[src/rtl/weight_tile_sched.sv]
`default_nettype none
// ----------------------------------------------------------------------------
// weight_tile_sched : walks the weight-tile space of one layer, issues one load
// per tile and hands filled buffers to compute. Option: WEIGHT_SCHED_PINGPONG_EN
// Rev 1.0
// ----------------------------------------------------------------------------
module weight_tile_sched #(
  parameter int CW = 16,
  parameter int N  = 32,
  parameter int M  = 32,
  parameter int Tn = 16,
  parameter int Tm = 16
) (
  input  logic          clk,
  input  logic          rst,
  input  logic          start,
  output logic          busy,
  output logic          done,
  output logic          load_start,
  output logic [CW-1:0] tile_base_m,
  output logic [CW-1:0] tile_base_n,
  output logic          load_buf,
  input  logic          load_done,
  output logic          comp_start,
  output logic          comp_buf,
  output logic          comp_last,
  input  logic          comp_done
);

`ifdef WEIGHT_SCHED_PINGPONG_EN
  localparam bit PINGPONG = 1'b1;
`else
  localparam bit PINGPONG = 1'b0;
`endif

  localparam int            TILES   = ((M + Tm - 1) / Tm) * ((N + Tn - 1) / Tn);
  localparam logic [CW-1:0] C_TILES = CW'(TILES);
  localparam logic [CW-1:0] C_LAST  = CW'(TILES - 1);
  localparam logic [CW-1:0] C_N     = CW'(N);
  localparam logic [CW-1:0] C_TN    = CW'(Tn);
  localparam logic [CW-1:0] C_TM    = CW'(Tm);
  localparam logic [CW-1:0] C_ONE   = CW'(1);

  localparam logic [0:0] S_IDLE = 1'b0;
  localparam logic [0:0] S_RUN  = 1'b1;

  logic [0:0]    state_q, state_d;
  logic [1:0]    full_q, full_d;
  logic          wr_q, wr_d;
  logic          rd_q, rd_d;
  logic          loading_q, loading_d;
  logic          computing_q, computing_d;
  logic [CW-1:0] ld_cnt_q, ld_cnt_d;
  logic [CW-1:0] cp_cnt_q, cp_cnt_d;
  logic [CW-1:0] base_m_q, base_m_d;
  logic [CW-1:0] base_n_q, base_n_d;
  logic          busy_q, busy_d;
  logic          done_q, done_d;
  logic          load_start_q, load_start_d;
  logic          load_buf_q, load_buf_d;
  logic          comp_start_q, comp_start_d;
  logic          comp_buf_q, comp_buf_d;
  logic          comp_last_q, comp_last_d;

  logic          w_run;
  logic          w_accept;
  logic          w_ld_ack;
  logic          w_cp_ack;
  logic          w_pass_end;
  logic [CW-1:0] w_n_step;

  assign w_run      = (state_q == S_RUN);
  // a start landing on the done pulse is dropped so the pass is not re-entered
  assign w_accept   = (state_q == S_IDLE) && start && !done_q;
  assign w_ld_ack   = w_run && load_done && loading_q;
  assign w_cp_ack   = w_run && comp_done && computing_q;
  assign w_pass_end = w_cp_ack && (cp_cnt_q == C_LAST);
  assign w_n_step   = base_n_q + C_TN;

  // state register
  always_ff @(posedge clk) begin
    if (rst) begin
      state_q <= S_IDLE;
    end else begin
      state_q <= state_d;
    end
  end

  // next-state logic
  always_comb begin
    state_d = state_q;
    case (state_q)
      S_IDLE:  if (w_accept)   state_d = S_RUN;
      S_RUN:   if (w_pass_end) state_d = S_IDLE;
      default: state_d = S_IDLE;
    endcase
  end

  // output / datapath next values
  always_comb begin
    full_d       = full_q;
    wr_d         = wr_q;
    rd_d         = rd_q;
    loading_d    = loading_q;
    computing_d  = computing_q;
    ld_cnt_d     = ld_cnt_q;
    cp_cnt_d     = cp_cnt_q;
    base_m_d     = base_m_q;
    base_n_d     = base_n_q;
    busy_d       = busy_q;
    done_d       = 1'b0;
    load_start_d = 1'b0;
    load_buf_d   = load_buf_q;
    comp_start_d = 1'b0;
    comp_buf_d   = comp_buf_q;
    comp_last_d  = 1'b0;

    if (w_accept) begin
      // first load is issued straight from the accepting edge
      full_d       = 2'b00;
      wr_d         = 1'b0;
      rd_d         = 1'b0;
      computing_d  = 1'b0;
      ld_cnt_d     = '0;
      cp_cnt_d     = '0;
      base_m_d     = '0;
      base_n_d     = '0;
      busy_d       = 1'b1;
      load_start_d = 1'b1;
      load_buf_d   = 1'b0;
      loading_d    = 1'b1;
      comp_buf_d   = 1'b0;
    end else if (w_run) begin
      if (w_ld_ack) begin
        full_d[wr_q] = 1'b1;
        wr_d         = PINGPONG ? ~wr_q : 1'b0;
        loading_d    = 1'b0;
        ld_cnt_d     = ld_cnt_q + C_ONE;
        if (w_n_step >= C_N) begin
          base_n_d = '0;
          base_m_d = base_m_q + C_TM;
        end else begin
          base_n_d = w_n_step;
        end
      end

      // load and compute acknowledges always target different buffers
      if (w_cp_ack) begin
        full_d[rd_q] = 1'b0;
        rd_d         = PINGPONG ? ~rd_q : 1'b0;
        computing_d  = 1'b0;
        cp_cnt_d     = cp_cnt_q + C_ONE;
        if (w_pass_end) begin
          done_d = 1'b1;
          busy_d = 1'b0;
        end
      end

      if (!loading_q && (ld_cnt_q < C_TILES) && !full_q[wr_q]) begin
        load_start_d = 1'b1;
        load_buf_d   = wr_q;
        loading_d    = 1'b1;
      end

      if (!computing_q && full_q[rd_q]) begin
        comp_start_d = 1'b1;
        comp_buf_d   = rd_q;
        comp_last_d  = (cp_cnt_q == C_LAST);
        computing_d  = 1'b1;
      end
    end
  end

  always_ff @(posedge clk) begin
    if (rst) begin
      full_q       <= 2'b00;
      wr_q         <= 1'b0;
      rd_q         <= 1'b0;
      loading_q    <= 1'b0;
      computing_q  <= 1'b0;
      ld_cnt_q     <= '0;
      cp_cnt_q     <= '0;
      base_m_q     <= '0;
      base_n_q     <= '0;
      busy_q       <= 1'b0;
      done_q       <= 1'b0;
      load_start_q <= 1'b0;
      load_buf_q   <= 1'b0;
      comp_start_q <= 1'b0;
      comp_buf_q   <= 1'b0;
      comp_last_q  <= 1'b0;
    end else begin
      full_q       <= full_d;
      wr_q         <= wr_d;
      rd_q         <= rd_d;
      loading_q    <= loading_d;
      computing_q  <= computing_d;
      ld_cnt_q     <= ld_cnt_d;
      cp_cnt_q     <= cp_cnt_d;
      base_m_q     <= base_m_d;
      base_n_q     <= base_n_d;
      busy_q       <= busy_d;
      done_q       <= done_d;
      load_start_q <= load_start_d;
      load_buf_q   <= load_buf_d;
      comp_start_q <= comp_start_d;
      comp_buf_q   <= comp_buf_d;
      comp_last_q  <= comp_last_d;
    end
  end

  assign busy        = busy_q;
  assign done        = done_q;
  assign load_start  = load_start_q;
  assign tile_base_m = base_m_q;
  assign tile_base_n = base_n_q;
  assign load_buf    = load_buf_q;
  assign comp_start  = comp_start_q;
  assign comp_buf    = comp_buf_q;
  assign comp_last   = comp_last_q;

endmodule
`default_nettype wire

[config.mk]
export PLATFORM = sky130hd
export DESIGN_NAME = weight_tile_sched
export DESIGN_NICKNAME = d
export VERILOG_FILES = /design/src/rtl/weight_tile_sched.sv
export SDC_FILE = /design/constraint.sdc
export NUM_CORES = 1
export LEC_CHECK = 0
export BUFFER_PORTS_ARGS = -buffer_cell sky130_fd_sc_hd__buf_2
export CELL_PAD_IN_SITES_DETAIL_PLACEMENT = 0
export CELL_PAD_IN_SITES_GLOBAL_PLACEMENT = 2
export CORE_ASPECT_RATIO = 0.75
export CORE_MARGIN = 1.5
export CORE_UTILIZATION = 35
export DETAILED_ROUTE_END_ITERATION = 16
export HOLD_SLACK_MARGIN = 0.08
export PLACE_DENSITY = 0.9
export SYNTH_ARGS = -nofsm -noshare
export SYNTH_HDL_FRONTEND = slang
export SYNTH_SLANG_ARGS = --single-unit
[constraint.sdc]
create_clock -name clk -period 3.34 [get_ports clk]
set_input_delay 0.334 -clock clk [delete_from_list [all_inputs] [get_ports clk]]
set_output_delay 0.334 -clock clk [all_outputs]
set_load 0.03 [all_outputs]
==> qor.csv <==
metric,value,unit
initial_utilization,0.3592,
total_power,0.001890,W
cts_buffer_depth,2,
cts_tree,done,
yosysUniqueCellTypes,42,
antenna_found_initial,0,
routed_wl,6513,µm
vias,2490,
fmax,431.6,MHz
core,0.008454,mm²
crit_type,flop to flop,
critPathMaxFanout,22,
leakagePower,1.305,nW
p_sw,0.0003994,W
wl_per_cell,13.03,µm
crit_path_start_kind,flop,
holdCritPathClass,input port to flop,
p_int,0.001491,W
yosysWarningCount,0,
reg2reg_depth,7,
end_kind,flop,
portBuffers,33,
cts_resized,0,
syn2layout_area_growth,17.26,%
rows,29,
grt_max_degree,32,
fin_skew,0.004660,ns
ir_drop,290.9,µV
clock_sinks,65,
grtUsageTotal,0.1523,
finalWorstSetupSlack,1.023,ns
netlist_instances,359,
clk_pin_slew,0.05,ns
p_per_area,530.8,mW/mm²
setup_viol,0,
vias_per_cell,4.980,
die_y,83.67,µm
hpwl,4425,µm
max_cap_violations,0,
overflow,0,
clockRootBuffer,clkbuf_16,
endpoint,tile_base_m[5]$_SDFFE_PP0P_,
syn_area,0.003037,mm²
place.gp.congestion,0.7878,
drive_gt1_frac,0.1480,
ioPinCount,44,
first_iter_violations,103,
post-route-util,0.4212,
hold_violations,0,
fin_tns_setup,0,ns
antenna_cells,0,
fin_crit_sh,0.6937,
crit_arrival,2.53,ns
cts_hold_buf,0,
p_seq_frac,0.417,
synth.yosys.seq_area_share,0.4285,
p_comb_frac,0.037,
period_needed,2.317,ns
clk_latency,0.33,ns
remaining_drc_errors,0,
postSynthAreaPerCell,8.459,µm²
ant_nets,0,
r2r_end,tile_base_m[5]$_SDFFE_PP0P_,
post_cts.repair.setup_buffers,0,
clkPwrFrac,0.546,
rsz0062_at_grt,no,
first_pass_iters,4,
setup.worst_path.start,tile_base_n[4]$_SDFFE_PP0P_,
status,finished clean,
p_sw_frac,0.2113,
nNetsFinal,397,
die_width,110.6,µm
min_path_cells,2,
grt_pass1_vias,2342,
place_ws,1.011,ns
cts_max_level,3,
cts_buffers,9,
die-area,0.009250,mm²
rrSetupSlack,1.02,ns
grt_pass1_wl,11290,µm
final_max_slew_viol_count,0,
synth_seq_cells,65,
cp.required,3.55,ns
r2r_start,tile_base_n[4]$_SDFFE_PP0P_,
==> metrics by stage <==
step	hold WS (ns)	area [µm²]	instances
finish	0.2949	3561	500
global route	0.3294	3561	500
CTS	0.2894	3561	500
detailed placement	0.4768	3229	484
global placement	0.4646	3229	484
floorplan	0.4425	3070	368
==> metal layers <==
| metal | vias to the layer above | GRT usage | wire length (µm) |
|---|---|---|---|
| li1 | 1304 | - | - |
| met1 | 1137 | 0.2031 | 3405 |
| met2 | 39 | 0.2239 | 2738 |
| met3 | 10 | 0.06173 | 289 |
| met4 | 0 | 0.04895 | 80 |
| met5 | - | 0 | 0 |
==> sequential cells by signal (all words and copies together), names as in the netlist <==
name         cells
cp_cnt_q        16
ld_cnt_q        16
tile_base_m     12
tile_base_n     12
busy             1
comp_last        1
comp_start       1
computing_q      1
done             1
full_q           1
load_start       1
loading_q        1
state_q          1
==> placed cells by master (no fill, tap or decap), types with 16 or more instances in the layout <==
master / instances
a21oi_1: 18
buf_2: 33
dfxtp_1: 65
nand2_1: 28
nand3_1: 18
nor2_1: 45
nor3_1: 19
xnor2_1: 16
xor2_1: 19
==> Yosys cell counts <==
cell type | count | area, µm²
nand4_1 | 13 | 81.33
xnor2_1 | 16 | 140.1
conb_1 | 1 | 3.750
a31oi_1 | 2 | 12.51
nor2b_1 | 2 | 12.51
nand3b_1 | 1 | 7.510
a311oi_1 | 1 | 8.760
a211oi_1 | 2 | 15.01
and4_4 | 1 | 11.26
o41ai_1 | 1 | 8.760
o31ai_1 | 6 | 45.04
inv_1 | 6 | 22.52
nor4b_1 | 3 | 26.28
or3_1 | 13 | 81.33
or2_2 | 2 | 12.51
a41oi_1 | 1 | 8.760
buf_2 | 2 | 10.01
o21ai_0 | 10 | 50.05
mux2i_1 | 2 | 20.02
and3_1 | 10 | 62.56
and4_1 | 2 | 17.52
nor3_1 | 19 | 95.09
a31o_2 | 1 | 8.760
o311ai_0 | 1 | 8.760
nand2_1 | 28 | 105.1
o2111a_2 | 1 | 12.51
xor2_1 | 19 | 166.4
nor2_1 | 45 | 168.9
and2_1 | 1 | 6.260
dfxtp_1 | 65 | 1301
nand3_1 | 18 | 90.09
nor2_2 | 1 | 6.260
o21a_1 | 1 | 7.510
clkbuf_1 | 12 | 45.04
a21oi_1 | 18 | 90.09
buf_6 | 1 | 11.26
nand2_4 | 1 | 11.26
buf_4 | 13 | 97.59
or4_1 | 6 | 45.04
nor3b_1 | 1 | 7.510
nor4_1 | 5 | 31.28
ha_1 | 5 | 62.56
==> power groups by stage <==
| stage | clock, W | combinational (W) | sequential [W] |
|---|---|---|---|
| after floorplan | 0 | 0.0000610 | 0.000807 |
| after global placement | 0 | 0.0000697 | 0.000804 |
| after detailed placement | 0 | 0.0000704 | 0.000805 |
| after CTS | 0.00106 | 0.0000709 | 0.000788 |
| after global routing | 0.00109 | 0.0000776 | 0.000789 |
| final | 0.00103 | 0.0000695 | 0.000788 |
==> final cells by class <==
class                   count  area [µm²]
well taps                 108       135.1
multi-input cells         269        1583
flip-flops and latches     65        1301
clock inverters             4       75.07
repair buffers             36       187.7
inverters                   6       22.52
fillers                   876        4893
clock buffers              12       256.5
==> critical path, cell delays in order, from the launching register on <==
cell and delay (ns):
dfxtp_1 0.37, ha_1 0.32, or3_1 0.34, a211oi_1 0.23, a31o_2 0.18, o2111a_2 0.46, nor2_2 0.15, mux2i_1 0.14
==> worst min path at each step <==
stage / endpoint / from
after detailed placement: ld_cnt_q[1]$_SDFFE_PP0P_ / ld_cnt_q[1]$_SDFFE_PP0P_
after floorplan: comp_start$_SDFF_PP0_ / computing_q$_SDFFE_PP0P_
final: done$_SDFF_PP0_ / rst
after global placement: ld_cnt_q[1]$_SDFFE_PP0P_ / ld_cnt_q[1]$_SDFFE_PP0P_
after CTS: done$_SDFF_PP0_ / rst
after global routing: done$_SDFF_PP0_ / rst
==> cells by family after synthesis <==
| family | Yosys count | synth area share |
|---|---|---|
| and+or+nand+nor | 172 | 0.2897 |
| DFF | 65 | 0.4285 |
| AOI/OAI and AO/OA | 45 | 0.09106 |
| xor gates and xnor gates | 35 | 0.1009 |
| buffers and inverters | 34 | 0.06139 |
| adders and majority gates | 5 | 0.02060 |
| muxes | 2 | 0.006593 |
| other | 1 | 0.001235 |
No activity file was read; power rests on OpenSTA's default activity.
